[config.mk]
export PLATFORM = sky130hd
export DESIGN_NAME = ppl_io_ctrl
export DESIGN_NICKNAME = d
export VERILOG_FILES = /design/src/rtl/ppl_io_ctrl.sv
export SDC_FILE = /design/constraint.sdc
export NUM_CORES = 1
export LEC_CHECK = 0
export ABC_AREA = 0
export BUFFER_PORTS_ARGS = -buffer_cell sky130_fd_sc_hd__buf_2
export CAP_MARGIN = 25
export CELL_PAD_IN_SITES_DETAIL_PLACEMENT = 0
export CELL_PAD_IN_SITES_GLOBAL_PLACEMENT = 1
export CORE_MARGIN = 2
export CORE_UTILIZATION = 46
export CTS_CLUSTER_DIAMETER = 200
export DETAILED_ROUTE_END_ITERATION = 8
export GPL_TIMING_DRIVEN = 0
export MAX_ROUTING_LAYER = met4
export PLACE_DENSITY = 0.92
export SYNTH_ARGS = -nofsm -noshare
export SYNTH_HDL_FRONTEND = slang
export SYNTH_SLANG_ARGS = --single-unit
[constraint.sdc]
create_clock -name clk -period 2.65 [get_ports clk]
set_input_delay 0.53 -clock clk [delete_from_list [all_inputs] [get_ports clk]]
set_output_delay 0.53 -clock clk [all_outputs]
set_load 0.02 [all_outputs]
[src/rtl/ppl_io_ctrl.sv]
// ==========================================================================
// ppl_io_ctrl : memory-mapped key / seven-segment I/O controller for the
//               pipelined CPU (debounced keys, sticky events, blinking hex).
// Revision    : 1.0
// ==========================================================================
`default_nettype none

module ppl_io_ctrl #(
  parameter int          NUM_KEYS   = 10,
  parameter int          NUM_DISP   = 6,
  parameter int          DEB_CYCLES = 50000,
  parameter int          BLINK_DIV  = 25000000,
  parameter logic [31:0] IO_BASE    = 32'h0000_0080
) (
  input  logic                  clk,
  input  logic                  reset,
  input  logic [31:0]           addr,
  input  logic [31:0]           wdata,
  input  logic                  we,
  output logic [31:0]           rdata,
  output logic                  sel,
  input  logic [NUM_KEYS-1:0]   keys,
  output logic [7*NUM_DISP-1:0] display
);

  localparam int c_DEB_W = $clog2(DEB_CYCLES);
  localparam int c_BLK_W = $clog2(BLINK_DIV);
  localparam logic [c_DEB_W-1:0] c_DEB_MAX = c_DEB_W'(DEB_CYCLES - 1);
  localparam logic [c_BLK_W-1:0] c_BLK_MAX = c_BLK_W'(BLINK_DIV - 1);
  localparam logic [7*NUM_DISP-1:0] c_SEG_OFF = '1;

  logic w_wr, w_wrEvent, w_wrValue, w_wrCtrl;
  logic w_unused;

  logic [NUM_KEYS-1:0]   r_sync1, r_sync2, w_stable, w_rise, w_clr, r_event;
  logic [4*NUM_DISP-1:0] r_dispValue;
  logic [NUM_DISP-1:0]   r_mask;
  logic                  r_blinkEn, r_phase;
  logic [c_BLK_W-1:0]    r_blinkCnt;

  assign sel       = (addr[31:4] == IO_BASE[31:4]);
  assign w_wr      = we & sel;
  assign w_wrEvent = w_wr & (addr[3:2] == 2'd1);
  assign w_wrValue = w_wr & (addr[3:2] == 2'd2);
  assign w_wrCtrl  = w_wr & (addr[3:2] == 2'd3);
  assign w_unused  = ^{addr[1:0], wdata};

  always_ff @(posedge clk or negedge reset) begin
    if (!reset) begin
      r_sync1 <= '0;
      r_sync2 <= '0;
    end else begin
      r_sync1 <= keys;
      r_sync2 <= r_sync1;
    end
  end

  generate
    for (genvar k = 0; k < NUM_KEYS; k++) begin : g_key
      logic [c_DEB_W-1:0] r_cnt;
      logic               r_stable;
      logic               w_accept;

      assign w_accept    = (r_sync2[k] != r_stable) && (r_cnt == c_DEB_MAX);
      assign w_rise[k]   = w_accept & r_sync2[k];
      assign w_stable[k] = r_stable;

      always_ff @(posedge clk or negedge reset) begin
        if (!reset) begin
          r_cnt    <= '0;
          r_stable <= 1'b0;
        end else if (r_sync2[k] == r_stable) begin
          r_cnt <= '0;
        end else if (w_accept) begin
          r_stable <= r_sync2[k];
          r_cnt    <= '0;
        end else begin
          r_cnt <= r_cnt + 1'b1;
        end
      end
    end
  endgenerate

  // A press landing on the same edge as its clear wins.
  assign w_clr = w_wrEvent ? wdata[NUM_KEYS-1:0] : '0;

  always_ff @(posedge clk or negedge reset) begin
    if (!reset) r_event <= '0;
    else        r_event <= (r_event & ~w_clr) | w_rise;
  end

  always_ff @(posedge clk or negedge reset) begin
    if (!reset) begin
      r_dispValue <= '0;
      r_mask      <= '1;
      r_blinkEn   <= 1'b0;
    end else begin
      if (w_wrValue) r_dispValue <= wdata[4*NUM_DISP-1:0];
      if (w_wrCtrl) begin
        r_mask    <= wdata[NUM_DISP-1:0];
        r_blinkEn <= wdata[8];
      end
    end
  end

  always_ff @(posedge clk or negedge reset) begin
    if (!reset) begin
      r_blinkCnt <= '0;
      r_phase    <= 1'b0;
    end else if (w_wrCtrl && !wdata[8]) begin
      r_blinkCnt <= '0;
      r_phase    <= 1'b0;
    end else if (r_blinkEn) begin
      if (r_blinkCnt == c_BLK_MAX) begin
        r_blinkCnt <= '0;
        r_phase    <= ~r_phase;
      end else begin
        r_blinkCnt <= r_blinkCnt + 1'b1;
      end
    end
  end

  function automatic logic [6:0] hexSeg(input logic [3:0] v);
    case (v)
      4'h0: hexSeg = 7'b1000000;
      4'h1: hexSeg = 7'b1111001;
      4'h2: hexSeg = 7'b0100100;
      4'h3: hexSeg = 7'b0110000;
      4'h4: hexSeg = 7'b0011001;
      4'h5: hexSeg = 7'b0010010;
      4'h6: hexSeg = 7'b0000010;
      4'h7: hexSeg = 7'b1111000;
      4'h8: hexSeg = 7'b0000000;
      4'h9: hexSeg = 7'b0010000;
      4'hA: hexSeg = 7'b0001000;
      4'hB: hexSeg = 7'b0000011;
      4'hC: hexSeg = 7'b1000110;
      4'hD: hexSeg = 7'b0100001;
      4'hE: hexSeg = 7'b0000110;
      default: hexSeg = 7'b0001110;
    endcase
  endfunction

  generate
    for (genvar i = 0; i < NUM_DISP; i++) begin : g_digit
      assign display[7*i +: 7] = (!r_mask[i] || (r_blinkEn && r_phase))
                                 ? c_SEG_OFF[7*i +: 7]
                                 : hexSeg(r_dispValue[4*i +: 4]);
    end
  endgenerate

  always_comb begin
    rdata = '0;
    if (sel) begin
      case (addr[3:2])
        2'd0: rdata[NUM_KEYS-1:0]   = w_stable;
        2'd1: rdata[NUM_KEYS-1:0]   = r_event;
        2'd2: rdata[4*NUM_DISP-1:0] = r_dispValue;
        default: begin
          rdata[NUM_DISP-1:0] = r_mask;
          rdata[8]            = r_blinkEn;
        end
      endcase
    end
  end

endmodule

`default_nettype wire

==> impl_metrics.ini <==
[setup_path]
cp-start-kind = input pin
r2r_cells = 7
ff2ff_setup_slack_ps = 200
arrival_ps = 2190
critical_path.most_common_cell = buf_6
critPathRequiredTime_ps = 2120
cp_slowest_stage_delay_ps = 580
cp_max_fo = 5
crit_path_cell_trace = buf_6 > or4_4 > nor3_4 > nand2_4 > nor3_4 > buf_6 > and2_4 > buf_6
slowest_stage = or4_4
crit_path_end_kind = output pin
r2r_end = g_key[3].r_cnt[9]$_DFF_PN0_
rr_startpoint = g_key[3].r_cnt[4]$_DFF_PN0_
worstSetupPathType = input pin to output pin

[flow_run]
cap_violations = 0

[run_status]
violations = setup timing
outcome = finished with violations

[grt]
grt_start_max_net_pins = 118
antenna_found_initial = 1
grt_pass1_wl_microns = 53200
grt_use_total = 0.212
first_global_vias = 10800
gr-total-overflow = 0

[timing]
setup_violations = 9
setup_tns_ps = -351
finalHoldViolations = 0
fin_crit_ps = 2720
slew_viol_final = 0
max_slew_margin = 0.501
setup_slack_ps = -68.3
fin_skew_ps = 7.07
max_freq_mhz = 368
rsz0062_at_grt = true
worst_slew_pin_slew_ps = 746
finalCritPeriodShare = 1.03

[power_and_ir_drop]
power_frac_comb = 0.041
switchingPower_mw = 1.83
p_leak_nw = 7.12
p_total_mw = 8.51
pwr-share-seq = 0.472
p_int_mw = 6.68
pwr-share-clk = 0.487
ir_drop_mv = 0.390
swShare = 0.215
powerDensity_nw_per_um2 = 514

[die]
start_util = 0.469
dieArea_sq_um = 31700
die_x_microns = 178
die_h_microns = 178
std_cell_rows = 63
ioPinCount = 152
core_sq_um = 29700

[detailed_routing]
final_antenna_net_count = 0
wire_per_inst_microns = 15.9
vias = 11200
avgViaCountPerCell = 5.45
drt_iter0_markers = 641
drc = 0
first_pass_iters = 7
wl_microns = 32600

[placed_design]
dp_hpwl_microns = 23300
place_congestion = 0.874
portBuffers = 132

[cells_and_area]
fill_cells = 2659
drive_above_1_share = 0.187
fin_nets = 1764
areaGrowthSynthToFinish_pct = 18.7

[logic_synthesis]
ys_ff_latch = 257
syn_avg_cell_area_sq_um = 9.55
yosysSeqAreaShare = 0.462
yosys_warnings = 0
synthCells = 1459
synth_ff_type = dfrtp_1
synthArstFlopShare = 1.00
synth-edff-count = 0
yosysUniqueCellTypes = 61
synthesis.area_sq_um = 13900

[clock_tree]
cts.sinks = 257
cts_root_buf = clkbuf_16
cts_max_path_buffers = 3
clk_pin_slew_worst_paths_ps = 60
h-tree-depth = 1
cts_buffers = 29
cts_tree = built
worstSkewPairLatency_ps = 540

[hold_path]
hold_class = input pin to register
min_path_cells = 1
holdPathEnd = r_sync1[5]$_DFF_PN0_
hp-start = keys[5]
## metal layers
metal / up-vias / part of all wire / GRT usage
met5: - / 0 / -
met4: 0 / 0.025 / 0.0550
li1: 5385 / - / -
met2: 271 / 0.47 / 0.345
met3: 59 / 0.052 / 0.0247
met1: 5477 / 0.46 / 0.283
## flip-flops by register name (all words and copies together), names as in the netlist
| name | count |
|---|---|
| g_key.r_cnt | 160 |
| r_mask | 6 |
| r_blinkCnt | 25 |
| r_sync1 | 10 |
| r_blinkEn | 1 |
| r_phase | 1 |
| r_dispValue | 24 |
| r_sync2 | 10 |
| r_event | 10 |
| g_key.r_stable | 10 |
## cell usage after synthesis (37+ instances only)
| cell type | n | share of area |
|---|---|---|
| dfrtp_1 | 251 | 0.45 |
| nor2_1 | 220 | 0.059 |
| nand2_1 | 117 | 0.032 |
| xnor2_1 | 85 | 0.053 |
| nand3_1 | 83 | 0.030 |
| xor2_1 | 66 | 0.041 |
| inv_1 | 64 | 0.017 |
| clkbuf_1 | 48 | 0.013 |
| ha_1 | 47 | 0.042 |
| o21ai_0 | 44 | 0.016 |
| nand4_1 | 40 | 0.018 |
| o211ai_1 | 37 | 0.020 |
## cells in the final DEF (no fill, tap or decap), types with 9 or more instances in the layout
| master | instances |
|---|---|
| clkbuf_8 | 10 |
| buf_6 | 14 |
| nor2_1 | 217 |
| mux2_2 | 10 |
| o21a_1 | 10 |
| dfrtp_1 | 244 |
| o21ai_0 | 44 |
| nor2b_1 | 11 |
| nand2_1 | 117 |
| clkbuf_2 | 9 |
| nor4_2 | 10 |
| and4_1 | 20 |
| ha_1 | 40 |
| xor2_1 | 66 |
| and3_1 | 36 |
| buf_4 | 27 |
| mux2_1 | 14 |
| clkbuf_16 | 29 |
| nor4b_1 | 9 |
| xnor2_1 | 85 |
| nor4_1 | 21 |
| nand4_1 | 40 |
| nand2b_1 | 16 |
| and2_1 | 9 |
| a21oi_1 | 30 |
| buf_2 | 121 |
| o211ai_1 | 37 |
| nand3_1 | 83 |
| inv_1 | 57 |
| nor3_1 | 20 |
| mux2i_1 | 20 |
| clkbuf_1 | 37 |
## worst max-delay path, delay by kind of cell
| kind | cells | cell delay [ps] |
|---|---|---|
| buf+inv | 3 | 360 |
| simple gates | 5 | 1300 |
## power groups by stage
stage	Sequential (mW)	Combinational (mW)	Clock (mW)
final	4.02	0.346	4.15
after global routing	4.02	0.395	4.39
after CTS	4.02	0.352	4.24
after detailed placement	4.09	0.343	0
after global placement	4.09	0.326	0
after floorplan	4.08	0.158	0
## how the worst max path moves through the flow
stage | start | endpoint | slack, ps | cells after the start
floorplan | addr[27] | rdata[13] | -80 | 5
global placement | reset | g_key[7].r_cnt[9]$_DFF_PN0_ | -3590 | 1
detailed placement | addr[20] | rdata[15] | -1190 | 7
CTS | addr[28] | rdata[16] | -80 | 7
global route | addr[27] | rdata[15] | -100 | 8
finish | addr[27] | rdata[15] | -70 | 8
## cells by family after synthesis
| kind of cell | after synthesis | synth area share |
|---|---|---|
| buffers and inverters | 129 | 0.0384 |
| muxes | 52 | 0.0467 |
| other | 1 | 0.000269 |
| xor gates and xnor gates | 151 | 0.0949 |
| DFF | 257 | 0.462 |
| and+or+nand+nor | 664 | 0.243 |
| AOI/OAI and AO/OA | 158 | 0.0729 |
| adders and majority gates | 47 | 0.0422 |
## area by class of cell
| class | instances | area, sq um | area share |
|---|---|---|---|
| Multi-Input combinational cell | 1080 | 7130 | 0.431 |
| Buffer | 58 | 298 | 0.0180 |
| Inverter | 65 | 246 | 0.0149 |
| Sequential cell | 257 | 6450 | 0.390 |
| Clock buffer | 46 | 890 | 0.0538 |
| Tap cell | 390 | 488 | 0.0295 |
| Timing Repair Buffer | 149 | 928 | 0.0561 |
| Antenna cell | 2 | 5.00 | 0.000303 |
| Clock inverter | 7 | 116 | 0.00703 |
## stage by stage
step           std cells  area [sq um]  setup slack (ps)  utilization  hold WS (ps)
2_1_floorplan       1466         14000             -84.0            -           234
3_3_place_gp        1988         15100             -3590        0.510           334
3_5_place_dp        1990         15200             -1190        0.512           335
4_1_cts             2050         16400             -77.5        0.552          78.4
5_1_grt             2053         16500             -95.9        0.557          79.4
6_report            2054         16500             -68.3        0.557          98.2
## timing repair
item	4_1_cts	5_1_grt
pin swaps	4	5
gates resized for setup	45	49
setup endpoints to repair	48	74
hold buffers	1	0
hold endpoints to repair	45	0
buffers inserted	7	7
No activity file was read; power rests on OpenSTA's default activity.
